--- config.mk ---
export PLATFORM = sky130hd
export DESIGN_NAME = snake_head_ctrl
export DESIGN_NICKNAME = d
export VERILOG_FILES = /design/src/rtl/snake_head_ctrl_pkg.sv /design/src/rtl/snake_tick_gen.sv /design/src/rtl/snake_head_ctrl.sv
export SDC_FILE = /design/constraint.sdc
export NUM_CORES = 1
export LEC_CHECK = 0
export ABC_AREA = 1
export CAP_MARGIN = 5
export CORE_ASPECT_RATIO = 0.9
export CORE_MARGIN = 2
export CORE_UTILIZATION = 50
export DETAILED_ROUTE_END_ITERATION = 12
export HOLD_SLACK_MARGIN = 0.03
export PLACE_DENSITY = 0.72
export REMOVE_ABC_BUFFERS = 1
export SYNTH_ARGS = -nofsm -noshare
export SYNTH_HDL_FRONTEND = slang
export SYNTH_HIERARCHICAL = 1
export SYNTH_SLANG_ARGS = --single-unit
--- constraint.sdc ---
create_clock -name sys_clk -period 2.7 [get_ports sys_clk]
set_clock_uncertainty 0.1 [all_clocks]
set_input_delay 0.405 -clock sys_clk [delete_from_list [all_inputs] [get_ports sys_clk]]
set_output_delay 0.405 -clock sys_clk [all_outputs]
set_load 0.005 [all_outputs]
--- src/rtl/snake_head_ctrl_pkg.sv ---
// Shared encodings for the snake head controller: direction codes, game states and
// the reverse-direction helper used by the heading commit logic.
package snake_head_ctrl_pkg;

    localparam logic [1:0] TOP_DIR   = 2'd0;
    localparam logic [1:0] DOWN_DIR  = 2'd1;
    localparam logic [1:0] LEFT_DIR  = 2'd2;
    localparam logic [1:0] RIGHT_DIR = 2'd3;

    typedef enum logic [1:0] {
        StIdle  = 2'd0,
        StRun   = 2'd1,
        StPause = 2'd2,
        StDead  = 2'd3
    } game_state_e;

    function automatic logic [1:0] reverse_dir(input logic [1:0] dir);
        logic [1:0] rev;
        case (dir)
            TOP_DIR:  rev = DOWN_DIR;
            DOWN_DIR: rev = TOP_DIR;
            LEFT_DIR: rev = RIGHT_DIR;
            default:  rev = LEFT_DIR;
        endcase
        return rev;
    endfunction

endpackage

--- src/rtl/snake_tick_gen.sv ---
// Move-step prescaler: counts 0..MOVE_DIV-1 while en is high and flags the terminal
// count combinationally so the consumer can act on the following edge.
module snake_tick_gen #(
    parameter int unsigned MOVE_DIV = 25_000_000
) (
    input  logic sys_clk,
    input  logic sys_rst_n,
    input  logic en,
    input  logic clr,
    output logic tick
);

    localparam int unsigned CNT_W = $clog2(MOVE_DIV);
    localparam logic [CNT_W-1:0] LAST = CNT_W'(MOVE_DIV - 1);

    logic [CNT_W-1:0] cnt_q;

    assign tick = en && (cnt_q == LAST);

    always_ff @(posedge sys_clk or negedge sys_rst_n) begin
        if (!sys_rst_n) begin
            cnt_q <= '0;
        end else if (clr) begin
            cnt_q <= '0;
        end else if (en) begin
            cnt_q <= tick ? '0 : cnt_q + 1'b1;
        end
    end

endmodule

--- src/rtl/snake_head_ctrl.sv ---
// Snake game step controller: move prescaler, heading register, head position and the
// IDLE/RUN/PAUSE/DEAD FSM. Define WRAP_WALLS_EN to wrap at playfield edges instead of dying.
module snake_head_ctrl
    import snake_head_ctrl_pkg::*;
#(
    parameter int unsigned GRID_W   = 40,
    parameter int unsigned GRID_H   = 30,
    parameter int unsigned X_W      = 6,
    parameter int unsigned Y_W      = 5,
    parameter int unsigned MOVE_DIV = 25_000_000,
    parameter int unsigned START_X  = 20,
    parameter int unsigned START_Y  = 15
) (
    input  logic           sys_clk,
    input  logic           sys_rst_n,
    input  logic           start,
    input  logic           pause,
    input  logic [1:0]     direction,
    input  logic           collide,
    output logic [X_W-1:0] head_x,
    output logic [Y_W-1:0] head_y,
    output logic [1:0]     heading,
    output logic           move_tick,
    output logic           game_over
);

    localparam logic [X_W-1:0] INIT_X = START_X[X_W-1:0];
    localparam logic [Y_W-1:0] INIT_Y = START_Y[Y_W-1:0];
    localparam logic [X_W:0]   X_LIM  = GRID_W[X_W:0];
    localparam logic [Y_W:0]   Y_LIM  = GRID_H[Y_W:0];

    game_state_e    state_q;
    logic [X_W-1:0] head_x_q;
    logic [Y_W-1:0] head_y_q;
    logic [1:0]     heading_q;
    logic           move_tick_q;
    logic           game_over_q;

    logic           tick_en;
    logic           tick_clr;
    logic           step;
    logic [1:0]     new_heading;
    logic [X_W:0]   nx;
    logic [Y_W:0]   ny;
    logic           wall_hit;

    // Collide and pause take priority, so the counter must not advance in their cycle
    // either; that keeps a pending step pending across a pause.
    assign tick_en  = (state_q == StRun) && !collide && !pause;
    assign tick_clr = (state_q == StIdle);

    snake_tick_gen #(
        .MOVE_DIV(MOVE_DIV)
    ) u_tick_gen (
        .sys_clk  (sys_clk),
        .sys_rst_n(sys_rst_n),
        .en       (tick_en),
        .clr      (tick_clr),
        .tick     (step)
    );

    assign new_heading = (direction == reverse_dir(heading_q)) ? heading_q : direction;

    // One extra bit makes both x+1 == GRID_W and 0-1 (all ones) compare as out of range.
    always_comb begin
        nx       = {1'b0, head_x_q};
        ny       = {1'b0, head_y_q};
        wall_hit = 1'b0;
        case (new_heading)
            TOP_DIR:  ny = ny - 1'b1;
            DOWN_DIR: ny = ny + 1'b1;
            LEFT_DIR: nx = nx - 1'b1;
            default:  nx = nx + 1'b1;
        endcase
`ifdef WRAP_WALLS_EN
        if (nx >= X_LIM) begin
            nx = (new_heading == RIGHT_DIR) ? '0 : X_LIM - 1'b1;
        end
        if (ny >= Y_LIM) begin
            ny = (new_heading == DOWN_DIR) ? '0 : Y_LIM - 1'b1;
        end
`else
        wall_hit = (nx >= X_LIM) || (ny >= Y_LIM);
`endif
    end

    always_ff @(posedge sys_clk or negedge sys_rst_n) begin
        if (!sys_rst_n) begin
            state_q     <= StIdle;
            head_x_q    <= INIT_X;
            head_y_q    <= INIT_Y;
            heading_q   <= TOP_DIR;
            move_tick_q <= 1'b0;
            game_over_q <= 1'b0;
        end else begin
            move_tick_q <= 1'b0;
            unique case (state_q)
                StIdle: begin
                    if (start) begin
                        state_q <= StRun;
                    end
                end
                StRun: begin
                    if (collide) begin
                        state_q     <= StDead;
                        game_over_q <= 1'b1;
                    end else if (pause) begin
                        state_q <= StPause;
                    end else if (step) begin
                        heading_q <= new_heading;
                        if (wall_hit) begin
                            state_q     <= StDead;
                            game_over_q <= 1'b1;
                        end else begin
                            head_x_q    <= nx[X_W-1:0];
                            head_y_q    <= ny[Y_W-1:0];
                            move_tick_q <= 1'b1;
                        end
                    end
                end
                StPause: begin
                    if (!pause) begin
                        state_q <= StRun;
                    end
                end
                StDead: begin
                    if (start) begin
                        state_q     <= StIdle;
                        head_x_q    <= INIT_X;
                        head_y_q    <= INIT_Y;
                        heading_q   <= TOP_DIR;
                        game_over_q <= 1'b0;
                    end
                end
                default: state_q <= StIdle;
            endcase
        end
    end

    assign head_x    = head_x_q;
    assign head_y    = head_y_q;
    assign heading   = heading_q;
    assign move_tick = move_tick_q;
    assign game_over = game_over_q;

endmodule

==> summary.md, run 1 <==
| Metric | Value |
|---|---|
| Port Buffers | 21 |
| Relative slew slack | a little under two fifths |
| Deepest clock path buffer count | 2 |
| CTS Hold Bufs | 0 |
| CP Data Required Time | 2.79 ns |
| Cell variety after synth | 38 |
| Clk network pwr share | 14.8% |
| Nets | 541 |
| Share of cells above drive strength 1 | approximately 28% |
| Worst setup margin | -0.315 ns |
| Seq cells post-synth | between 40 and 50 |
| Drt drc | 0 |
| CTS HTree Levels | 2 |
| Max Cap Viol | 0 |
| Outcome | complete, but fails checks |
| Place WS | -0.849 ns |
| Yosys top cell by area | dfrtp_1 |
| Core Footprint | 6080 um2 |
| Routability cong. | 0.918 |
| DRT iter0 DRCs | about 310 |
| Area delta synth->final | 28.2% |
| Gr usage total | 25.8% |
| Leak | 1.86 nW |
| Peak supply drop | about 0.00066 V |
| Routed length per placed instance | 14.3 um |
| # diodes | 0 |
| Final hold violations | 0 |
| Die ar. | 6900 um2 |
| Final setup vio count | 15 |
| Synth area leaders | dfrtp_1 29%, nand2_1 16%, nor2_1 7.6% |
| Net Switching | 1.52 mW |
| Cell Area, Placed | 3620 um2 |
| Design Area, Final | 4010 um2 |
| Clk Latency, worst-skew pair | around 0.30 ns |
| Startpoint types | flop |
| Die Ht | 79.0 um |
| Crit path max fanout | 4 |
| HP Class | in -> async |
| Logic pwr share | 59.7% |
| Post-DR vias/cell | 5.41 |
| Die width | 87.4 um |
| # rows | 27 |
| CP arrival | 3.11 ns |
| Vias | between 3000 and 4000 |
| Most frequent cells after synthesis | 133 x nand2_1, 63 x nor2_1, 56 x inv_1 |
| Seq/Total Area, Yosys | 33.9% |
| Final Cycle Share | 112% |
| Worst-path clk slew | 0.09 ns |
| RSZ-0062 raised after global routing | yes |
| Fin. max-slew vios | 0 |
| Yosys Warn Count | 6 |
| Hpwl dp | 5560 um |
| Failing checks | setup timing |
| Finished Core Util | roughly two thirds |
| Mapped Cells | approximately 460 |
| Syn Std Cell Area | 3130 um2 |
| Fmax achieved | approximately 0.33 GHz |
| Io pins | 22 |
| Slew @ Worst Pin | a little over 0.9 ns |
| Initial antenna violation count | 0 |
| CTS tree | built |
| Largest net degree at the start of global routing | 41 |
| Total grt overflow | 0 |
| Total wire length | 8570 um |
| Ys async rst share | 100% |
| Critical path type | reg -> reg |
| Sw Share | 44.3% |
| Number of synthesized flops with an enable pin | 0 |
| Most frequent cell after synthesis | nand2_1 |
| Starting density of the core | 51.4% |
| Clk sinks | 42 |
| Area share of the largest cell type after synthesis | 28.8% |
| Pwr/cell area | 853 nW/um2 |
| Pre-antenna DRT Iters | 5 |
| Clock Tree Root | clkbuf_8 |
| Number of nets with antenna violations after routing | 0 |
| Internal power | 1.90 mW |
| CTS Buf Count | 5 |
| Kind of end point of the critical path | flop |
| Crit path time final | approximately 3.0 ns |
| Post-Syn Area per Cell | a little under 7 um2 |
| Reg power frac | 25.5% |
| Vias in the first global route | 3043 |
| Synth Flop Type | dfrtp_1 |
| First-pass GRT wire length | 14400 um |
## final timing paths
kind	from	endpoint	slack (ns)	depth (start not counted)
min in group sys_clk	game_over	game_over	0.39	2
worst max register to register	heading[1]	head_y[4]	-0.32	22
max in group asynchronous	sys_rst_n	head_y[1]	1.69	2
worst min-delay path	sys_rst_n	heading[0]	0.14	1
worst min register to register	game_over	game_over	0.39	2
worst max-delay path	heading[1]	head_y[4]	-0.32	22
## stage by stage
stage	cells	TNS [ns]	total power, mW	hold slack, ns
6_report	600	-4.15	3.42	0.140
4_1_cts	597	-1.75	3.21	0.175
5_1_grt	600	-6.55	3.67	0.221
3_5_place_dp	582	-12.30	2.40	0.371
3_3_place_gp	582	-10.40	2.36	0.364
2_1_floorplan	455	-2.95	1.77	0.00941
## registers in the layout (all words and copies together), names as in the netlist
name	count
u_tick_gen/cnt_q	25
head_x	6
head_y	5
heading	2
state_q	2
game_over	1
move_tick	1
## layout by cell type (no fill, tap or decap), types with 4 or more instances in the layout
master	count
a21oi_1	15
buf_4	41
clkbuf_8	5
clkdlybuf4s50_1	19
dfrtp_1	36
dfstp_2	6
ha_4	4
inv_1	52
inv_2	8
nand2_1	116
nand2_2	27
nand3_1	31
nand3_2	7
nand4_1	12
nor2_1	59
nor2_2	17
nor2_4	5
nor3_1	5
o21ai_0	11
o21ai_2	7
xor2_1	9
## kinds of logic (layout without fill, tap and decap cells)
group | Yosys count | count (layout) | synth area share, %
XOR/XNOR | 9 | 9 | 2.52
adder cells (fa/ha/maj) | 7 | 7 | 3.04
AO/OA/AOI/OAI | 44 | 44 | 8.16
AND/OR/NAND/NOR | 292 | 294 | 43.3
buffers and inverters | 68 | 132 | 9.08
flip-flops | 42 | 42 | 33.9
## critical path, stage by stage, from the launching register on
cell      delay (ns)
dfrtp_1         0.43
inv_2           0.09
nand2_2         0.07
nand2_2         0.08
nand2_2         0.06
nand2_2         0.08
inv_2           0.05
nor2_4          0.13
inv_4           0.08
buf_4           0.14
buf_4           0.14
ha_4            0.27
inv_1           0.06
nor2_1          0.16
o21ai_2         0.08
nand4_1         0.11
o211ai_1        0.13
nor2_2          0.16
nand2_2         0.11
nand2_4         0.15
nand2_4         0.11
nand2_2         0.07
nand2_1         0.06
## layer usage
| metal | wire (um) | global-route usage [%] | vias to the layer above | part of all wire (%) |
|---|---|---|---|---|
| met2 | 4020 | 40.8 | 133 | 47 |
| met5 | 0 | 0 | - | 0 |
| li1 | - | - | 1598 | - |
| met4 | 170 | 6.92 | 0 | 2.0 |
| met1 | 3840 | 37.3 | 1493 | 45 |
| met3 | 543 | 3.22 | 21 | 6.3 |
## power groups by stage
stage | sequential (mW) | clock, mW | combinational (mW)
3_3_place_gp | 0.858 | 0 | 1.50
5_1_grt | 0.890 | 0.547 | 2.24
6_report | 0.872 | 0.507 | 2.04
4_1_cts | 0.857 | 0.529 | 1.82
3_5_place_dp | 0.858 | 0 | 1.54
2_1_floorplan | 0.864 | 0 | 0.908
## area by class of cell
type,count,area [um2]
fillers,493,2070
flip-flops and latches,42,1060
multi-input cells,354,1990
inverters,61,231
well taps,72,90.1
clock inverters,2,37.5
repair buffers,63,523
clock buffers,6,72.6
## repair_timing
item                       CTS  global route
resized for setup           35            18
gates cloned                 2             0
setup buffers                5             3
setup endpoints to repair   15            17
pin swaps                   18            18
Power figures use the tool's default switching activity.
==> inputs of run 2 (changes only) <==
Settings changed: CTS_CLUSTER_DIAMETER set to 200.
==> results of run 2 <==
No change in the layout: final DEF, timing and power equal those of run 1.
